--- config.mk ---
export PLATFORM = sky130hd
export DESIGN_NAME = link_ddr_downstream_rx
export DESIGN_NICKNAME = d
export VERILOG_FILES = /design/src/rtl/link_pkg.sv /design/src/rtl/link_rx_fifo.sv /design/src/rtl/link_ddr_downstream_rx.sv
export SDC_FILE = /design/constraint.sdc
export NUM_CORES = 1
export LEC_CHECK = 0
export ABC_CLOCK_PERIOD_IN_PS = 9000
export BUFFER_PORTS_ARGS = -buffer_cell sky130_fd_sc_hd__buf_2
export CAP_MARGIN = 20
export CORE_MARGIN = 2
export CORE_UTILIZATION = 30
export CTS_CLUSTER_DIAMETER = 200
export DETAILED_ROUTE_END_ITERATION = 7
export MAX_ROUTING_LAYER = met4
export PLACE_DENSITY_LB_ADDON = 0.25
export SETUP_SLACK_MARGIN = 0.1
export SLEW_MARGIN = 20
export SYNTH_ARGS = -nofsm -noshare
export SYNTH_HDL_FRONTEND = slang
export SYNTH_HIERARCHICAL = 1
export SYNTH_SLANG_ARGS = --single-unit
export TNS_END_PERCENT = 20
--- constraint.sdc ---
create_clock -name clk -period 9 [get_ports clk]
set_input_delay 1.8 -clock clk [delete_from_list [all_inputs] [get_ports clk]]
set_output_delay 1.8 -clock clk [all_outputs]
set_load 0.01 [all_outputs]
--- src/rtl/link_pkg.sv ---
// Shared definitions for the DDR link sender and receiver.
// Holds the default channel geometry, the beat-count helper and the
// error-flag record used by the receive end.
package link_pkg;

  // Default link geometry, shared with the upstream sender.
  localparam int LINK_CHANNEL_WIDTH = 8;
  localparam int LINK_NUM_CHANNELS  = 2;

  // Sticky error flags raised by the receive end.
  typedef struct packed {
    logic mismatch;
    logic overflow;
  } link_err_s;

  // Number of link beats needed to carry one core word.
  function automatic int beats_f(input int core_width, input int channel_width,
                                 input int num_channels);
    return core_width / (channel_width * num_channels);
  endfunction

endpackage

--- src/rtl/link_rx_fifo.sv ---
// Synchronous single-write/single-read FIFO for reassembled link words.
// Ports:
//   clk, rst          - clock, synchronous active-high reset
//   push, push_data   - write request and word; ignored when full unless pop
//   pop               - read request; ignored when empty
//   head_data         - word at the head of the FIFO
//   full, empty       - occupancy flags
//   count             - current occupancy (0..depth)
module link_rx_fifo
  import link_pkg::*;
#(
  parameter int width_p    = 64,
  parameter int lg_depth_p = 3
) (
  input  logic                  clk,
  input  logic                  rst,
  input  logic                  push,
  input  logic [width_p-1:0]    push_data,
  input  logic                  pop,
  output logic [width_p-1:0]    head_data,
  output logic                  full,
  output logic                  empty,
  output logic [lg_depth_p:0]   count
);

  localparam int depth_lp = 1 << lg_depth_p;

  logic [width_p-1:0]  mem_r [depth_lp];
  logic [lg_depth_p:0] wr_ptr_r;
  logic [lg_depth_p:0] rd_ptr_r;
  logic                wr_en_s;
  logic                rd_en_s;

  // The extra MSB on each pointer separates full from empty when the
  // index bits match.
  assign empty = (wr_ptr_r == rd_ptr_r);
  assign full  = (wr_ptr_r[lg_depth_p] != rd_ptr_r[lg_depth_p]) &&
                 (wr_ptr_r[lg_depth_p-1:0] == rd_ptr_r[lg_depth_p-1:0]);
  assign count = wr_ptr_r - rd_ptr_r;

  // A write into a full FIFO is allowed only when the head leaves the
  // same cycle, reusing the freed slot.
  assign rd_en_s   = pop & ~empty;
  assign wr_en_s   = push & (~full | rd_en_s);
  assign head_data = mem_r[rd_ptr_r[lg_depth_p-1:0]];

  // Storage array and pointer update.
  always_ff @(posedge clk) begin
    if (rst) begin
      wr_ptr_r <= '0;
      rd_ptr_r <= '0;
      for (int i = 0; i < depth_lp; i++) begin
        mem_r[i] <= '0;
      end
    end else begin
      if (wr_en_s) begin
        mem_r[wr_ptr_r[lg_depth_p-1:0]] <= push_data;
        wr_ptr_r <= wr_ptr_r + 1'b1;
      end
      if (rd_en_s) begin
        rd_ptr_r <= rd_ptr_r + 1'b1;
      end
    end
  end

endmodule

--- src/rtl/link_ddr_downstream_rx.sv ---
// Receive end of the DDR link (single io clock domain).
// Reassembles per-channel beats into core words, buffers them in a FIFO
// drained by a valid/yumi handshake, and returns credits by toggling a
// token once per 2^lg_credit_to_token_decimation_p consumed words.
// Ports:
//   clk, rst        - io clock, synchronous active-high reset
//   io_valid_i      - per-channel beat valid (all must agree)
//   io_data_i       - beat data, channel c in bits [cw*c +: cw]
//   core_data_o     - FIFO head word
//   core_valid_o    - FIFO non-empty
//   core_yumi_i     - core consumes head this cycle
//   token_o         - credit-return token (level toggles)
//   credit_avail_o  - free FIFO entries
//   err_mismatch_o  - sticky: channels disagreed on valid
//   err_overflow_o  - sticky: word completed into a full FIFO with no pop
module link_ddr_downstream_rx
  import link_pkg::*;
#(
  parameter int core_width_p                    = 64,
  parameter int channel_width_p                 = LINK_CHANNEL_WIDTH,
  parameter int num_channels_p                  = LINK_NUM_CHANNELS,
  parameter int lg_fifo_depth_p                 = 3,
  parameter int lg_credit_to_token_decimation_p = 1
) (
  input  logic                                  clk,
  input  logic                                  rst,
  input  logic [num_channels_p-1:0]             io_valid_i,
  input  logic [channel_width_p*num_channels_p-1:0] io_data_i,
  output logic [core_width_p-1:0]               core_data_o,
  output logic                                  core_valid_o,
  input  logic                                  core_yumi_i,
  output logic                                  token_o,
  output logic [lg_fifo_depth_p:0]              credit_avail_o,
  output logic                                  err_mismatch_o,
  output logic                                  err_overflow_o
);

  localparam int beat_bits_lp = channel_width_p * num_channels_p;
  localparam int beats_lp     = beats_f(core_width_p, channel_width_p, num_channels_p);
  localparam int beat_w_lp    = (beats_lp > 1) ? $clog2(beats_lp) : 1;
  localparam int depth_lp     = 1 << lg_fifo_depth_p;
  localparam logic [lg_fifo_depth_p:0] depth_cnt_lp = (lg_fifo_depth_p+1)'(depth_lp);
  localparam logic [beat_w_lp-1:0]     last_beat_lp = beat_w_lp'(beats_lp - 1);

  if (beats_lp * beat_bits_lp != core_width_p) begin : g_bad_geometry
    $fatal(1, "core_width_p must be an exact multiple of channel_width_p*num_channels_p");
  end

  logic [core_width_p-1:0]    asm_r;
  logic [beat_w_lp-1:0]       beat_cnt_r;
  logic [core_width_p-1:0]    word_s;
  logic                       all_valid_s;
  logic                       mismatch_s;
  logic                       push_s;
  logic                       pop_s;
  logic                       push_ok_s;
  logic                       full_s;
  logic                       empty_s;
  logic [lg_fifo_depth_p:0]   count_s;
  logic [lg_fifo_depth_p:0]   count_next_s;
  logic [lg_fifo_depth_p:0]   credit_r;
  logic                       token_r;
  link_err_s                  err_r;

  assign all_valid_s  = &io_valid_i;
  assign mismatch_s   = (|io_valid_i) & ~all_valid_s;
  assign push_s       = all_valid_s && (beat_cnt_r == last_beat_lp);
  assign core_valid_o = ~empty_s;
  assign pop_s        = core_yumi_i & ~empty_s;
  assign push_ok_s    = push_s & (~full_s | pop_s);

  // Full word as it stands once the current beat is merged in; only
  // pushed on the final beat, so earlier beats come straight from asm_r.
  always_comb begin
    word_s = asm_r;
    word_s[beat_cnt_r*beat_bits_lp +: beat_bits_lp] = io_data_i;
  end

  // Occupancy after this cycle's accepted push/pop, used to register credits.
  always_comb begin
    count_next_s = count_s;
    case ({push_ok_s, pop_s})
      2'b10:   count_next_s = count_s + 1'b1;
      2'b01:   count_next_s = count_s - 1'b1;
      default: count_next_s = count_s;
    endcase
  end

  link_rx_fifo #(
    .width_p    (core_width_p),
    .lg_depth_p (lg_fifo_depth_p)
  ) u_fifo (
    .clk       (clk),
    .rst       (rst),
    .push      (push_s),
    .push_data (word_s),
    .pop       (pop_s),
    .head_data (core_data_o),
    .full      (full_s),
    .empty     (empty_s),
    .count     (count_s)
  );

  // Beat assembly: mismatched beats are dropped without advancing.
  always_ff @(posedge clk) begin
    if (rst) begin
      asm_r      <= '0;
      beat_cnt_r <= '0;
    end else if (all_valid_s) begin
      asm_r[beat_cnt_r*beat_bits_lp +: beat_bits_lp] <= io_data_i;
      beat_cnt_r <= push_s ? '0 : beat_cnt_r + 1'b1;
    end else begin
      asm_r      <= asm_r;
      beat_cnt_r <= beat_cnt_r;
    end
  end

  // Registered free-entry count and sticky error flags.
  always_ff @(posedge clk) begin
    if (rst) begin
      credit_r <= depth_cnt_lp;
      err_r    <= '0;
    end else begin
      credit_r       <= depth_cnt_lp - count_next_s;
      err_r.mismatch <= err_r.mismatch | mismatch_s;
      err_r.overflow <= err_r.overflow | (push_s & full_s & ~pop_s);
    end
  end

  if (lg_credit_to_token_decimation_p == 0) begin : g_tok_every
    // Token toggles on every consumed word.
    always_ff @(posedge clk) begin
      if (rst) begin
        token_r <= 1'b0;
      end else if (pop_s) begin
        token_r <= ~token_r;
      end else begin
        token_r <= token_r;
      end
    end
  end else begin : g_tok_dec
    logic [lg_credit_to_token_decimation_p-1:0] tok_cnt_r;
    // Token toggles when the pop counter wraps back to zero.
    always_ff @(posedge clk) begin
      if (rst) begin
        tok_cnt_r <= '0;
        token_r   <= 1'b0;
      end else if (pop_s) begin
        tok_cnt_r <= tok_cnt_r + 1'b1;
        token_r   <= (&tok_cnt_r) ? ~token_r : token_r;
      end else begin
        tok_cnt_r <= tok_cnt_r;
        token_r   <= token_r;
      end
    end
  end

  assign token_o        = token_r;
  assign credit_avail_o = credit_r;
  assign err_mismatch_o = err_r.mismatch;
  assign err_overflow_o = err_r.overflow;

endmodule

======== Yosys cells after proc, flatten, opt, wreduce, memory -nomap -nowiden ========
Memories as Yosys holds them, arrays and structs flattened. A register that Yosys moved wholly into a read port is not among the register bits.
Index checks and enable logic that the tools add are counted.
operators by class
  $add $sub $neg .......................... 9
  equality and inequality tests ........... 6
  shift-type cells ........................ 2
  muxes and demuxes ....................... 13
  bitwise logic cells ..................... 16
  reduce and logical (&&, ||, !) cells .... 6
operators by type and width
  operator                                                number
  bitwise mux 64 bit                                      1
  two-way mux 64 bit                                      1
  OR reduction 64 bit                                     1
  variable shift 16 x 34 -> 64 bit, first input constant  1
  indexed part select 16 x 34 -> 64 bit                   1
  negator 6 -> 34 bit                                     1
  adder 4 x 1 -> 4 bit, second input constant             3
  two-way mux 3 bit                                       3
  one-hot mux 4 bit (2 select lines)                      1
  bitwise AND 1 bit                                       7
  two-way mux 1 bit                                       6
  inverter 1 bit                                          5
  equality test 2 bit, second input constant              2
  equality test 4 bit                                     1
  OR 1 bit                                                4
  AND reduction 2 bit                                     2
  subtractor 4 x 1 -> 4 bit, second input constant        1
  subtractor 4 bit                                        1
  subtractor 4 bit, first input constant                  1
  equality test 3 bit                                     1
  adder 2 x 1 -> 2 bit, second input constant             1
  equality test 2 x 1 -> 1 bit, second input constant     1
  logical AND 1 bit                                       2
  two-way mux 2 bit                                       1
  other kinds (3)                                         3
word-level totals
  bits in registers ....................... 82
  memory bits (writable) .................. 512
  input bits .............................. 21
  output and inout port bits .............. 72
  logic and storage cells ................. 62
  memories kept ........................... 1
memories
  memory        depth  width  rd ports  clocked after memory_dff  wr ports  RTL line            source
  u_fifo.mem_r  8      64     1         1                         8         link_rx_fifo.sv:28  logic [width_p-1:0] mem_r [depth_lp];

======== Logic depth before layout (Yosys ltp) ========
  depth in word-level cells ............... 11
  mapped depth ............................ 17
  depth with buffers taken out ............ 16

======== By module ========
Netlist, hierarchy kept.
modules (own cells, without submodules)
  module                  times used  cells each  area each (µm²)  sequential area each (µm²)
  link_rx_fifo            1           1461        22700.5          15595.0
  link_ddr_downstream_rx  1           516         3742.3           1481.4

======== Worst setup path after synthesis ========
OpenSTA, ideal clock, no wires.
  path type ............................... in2reg
  from .................................... input port io_valid_i[0]
  to ...................................... memory u_fifo.mem_r[0][0], enable pin
  library setup time ...................... 0.582 ns
  arrival time ............................ 7.720 ns
  required time ........................... 8.418 ns
  setup slack ............................. 0.698 ns
  stages on the path ...................... 8
  buffers on the path ..................... 3
  cell sequence ........................... ha_1 buf_2 nand2_1 inv_1 clkbuf_1 clkbuf_1 nand3_1 o31ai_1
RTL lines
  element      RTL line                      source
  from (decl)  link_ddr_downstream_rx.sv:27  input logic [num_channels_p-1:0] io_valid_i,
  to (decl)    link_rx_fifo.sv:28

==> reports/qor.yml <==
outcome:
  status: "completed"
floorplanning:
  start_util: 0.3039
  die_y_um: 300.9
  num_rows: 108
  pin_count: 93
  core_um2: 87020
  die_w_um: 300.9
  die-area_um2: 90530
clock_network:
  post_cts_resized: 0
  cts_sinks: 597
  cts_tree: "built"
  root_buffer: "clkbuf_16"
  cts_hold_buf: 0
  clock_latency_ns: 0.61
  cts_setup_buffers: 0
  clk_path_buf_depth: 3
  cts_made_buffers: 68
  path_clk_slew_ns: 0.06
  htreeDepth: 3
timing:
  timing.final.ws_setup_ns: 3.469
  rsz0062_at_grt: "false"
  max_slew_margin: 0.2653
  finalSetupViolCount: 0
  hold_viol: 0
  skew_ns: 0.02448
  period_needed_ns: 5.531
  worst_pin_slew_ns: 1.102
  max_freq_mhz: 180.8
  drv_slew: 0
  finalSetupTns_ns: 0
  fin_crit_sh: 0.6145
cells_and_area:
  syn2layout_area_growth_pct: 13.18
  drive_above_1_share: 0.2105
  mostFrequentLayoutCell: "nor2_1"
  nets: 2066
  mostFrequentLayoutCells: "nor2_1, edfxtp_1, nand2_1, mux4_2, buf_2"
power_and_ir_drop:
  total_power_w: 0.005973
  p_sw_w: 0.001262
  powerDensity_nw_per_um2: 199.6
  power_frac_comb: 0.035
  switching_share: 0.2112
  p_seq_frac: 0.519
  ir_drop_mv: 0.1243
  p_leak_nw: 9.650
  power.share.clock: 0.446
  p_int_w: 0.004711
routing:
  antenna_left: 0
  vias: 15870
  via_per_inst: 4.888
  drt_iter0_drc: 1273
  drtPass1Iterations: 7
  wirelength_mm: 69.63
  drc: 0
  wire_per_inst_um: 21.45
logic_synthesis:
  synth_warnings: 6
  synth_area_leaders: "edfxtp_1, mux4_2, nor2_1"
  synthesis.area_um2: 26440
  synth_edf_count: 512
  synth_top_flop_cell: "edfxtp_1"
  yosysUniqueCellTypes: 46
  synth-async-reset-ratio: 0
  syn_area_per_cell_um2: 13.38
  synth_top_area_share: 0.5814
  syn_inst: 1977
  yosys.area.top_type: "edfxtp_1"
  synth.net_count: 2014
  yosysSeqAreaShare: 0.6458
  ys_ff_latch: 597
grt:
  grt_pass1_wl_mm: 105.1
  grt_pass1_vias: 16440
  grt_max_degree: 87
  track_usage: 0.1601
  grt_overflow_total: 0
  antenna_found_initial: 14
placed_design:
  portBuffers: 92
  dpl.hpwl_mm: 38.91
  gp_congestion: 0.7730
  pre_cts_ws_ns: 3.641
setup_path:
  worstSetupStartpointType: "register"
  cpPeakStageDelay_ns: 0.80
  path_class: "reg2out"
  cp.arrival_ns: 3.73
  slowest_stage: "dfxtp_4"
  path_cells: "buf_4 > buf_4 > mux4_2 > mux2_2 > buf_2"
  cp_max_fo: 32
  cpMostUsedCell: "buf_4"
  endpoint_kind: "output pin"
  crit_required_ns: 7.20
worst_hold_path:
  hold_class: "reg2reg"
flow_run:
  max-cap-violations: 0
-- registers in the layout (all words and copies together), names as in the netlist, named ones only --
signal and count:
asm_r 64, beat_cnt_r 2, credit_avail_o 4, err_mismatch_o 1, err_overflow_o 1, g_tok_dec.tok_cnt_r 1
token_o 1, u_fifo/mem_r 512, u_fifo/rd_ptr_r 4, u_fifo/wr_ptr_r 4
-- area by class of cell --
| class | count | area [um2] |
|---|---|---|
| Multi-Input combinational cell | 1161 | 8218 |
| Clock buffer | 85 | 1808 |
| Fill cell | 8552 | 57100 |
| Tap cell | 1155 | 1445 |
| Antenna cell | 10 | 25.02 |
| Inverter | 78 | 292.8 |
| Timing Repair Buffer | 123 | 725.7 |
| Sequential cell | 597 | 17090 |
| Clock inverter | 37 | 325.3 |
-- through the flow --
stage,cell area [um2],hold slack (ns),util,cells
after floorplan,26440,0.4654,-,1977
after global placement,27710,0.4484,0.3184,3112
after detailed placement,27760,0.4572,0.3190,3114
after CTS,29890,0.4799,0.3435,3236
after global routing,29920,0.5187,0.3438,3244
final,29930,0.4767,0.3439,3246
-- worst max-delay path, delay by kind of cell, from the launching register on --
kind,cells,cell delay (ns)
buf+inv,3,1.34
flops,1,0.80
mux,2,0.91
-- Yosys cell counts (all sizes together) (9+ instances only) --
master	instances
edfxtp	512
a22oi	64
clkbuf	63
dfxtp	85
nand2	143
nand3	9
buf	78
xnor2	9
mux2	65
ha	15
o21ai	70
nor2	604
mux4	128
inv	78
-- cell families after synthesis --
logic type | Yosys count | share of synthesized area
compound gates | 151 | 0.03606
xor+xnor | 17 | 0.005915
fa+ha+maj | 16 | 0.007855
buf+inv | 219 | 0.04746
flops | 597 | 0.6458
mux | 197 | 0.1382
simple gates | 780 | 0.1187
-- worst paths after layout --
path                                                       from                           endpoint  slack [ns]  cells past startpoint
worst min-delay path                  err_mismatch_o$_SDFF_PP0_          err_mismatch_o$_SDFF_PP0_        0.48                      2
worst min register to register        err_mismatch_o$_SDFF_PP0_          err_mismatch_o$_SDFF_PP0_        0.48                      2
worst max register to register  u_fifo/wr_ptr_r[0]$_SDFFE_PP0P_  u_fifo/mem_r[4][55]$_SDFFCE_PN0P_        4.00                     12
worst max-delay path                                   register                     core_data_o[6]        3.47                      5
-- power by group through the flow --
stage	registers [W]	clock network (W)	logic, W
after global placement	0.00315	0	0.000214
after detailed placement	0.00316	0	0.000217
final	0.00310	0.00266	0.000212
after global routing	0.00310	0.00283	0.000228
after CTS	0.00310	0.00273	0.000217
after floorplan	0.00316	0	0.000127
-- routing by layer --
metal | share of wire | global-route usage | vias to the layer above
li1 | - | - | 7164
met1 | 0.45 | 0.2162 | 8174
met2 | 0.48 | 0.2484 | 453
met3 | 0.063 | 0.02944 | 75
met4 | 0.016 | 0.04241 | 0
met5 | 0 | - | -
No activity file was read; power rests on OpenSTA's default activity.
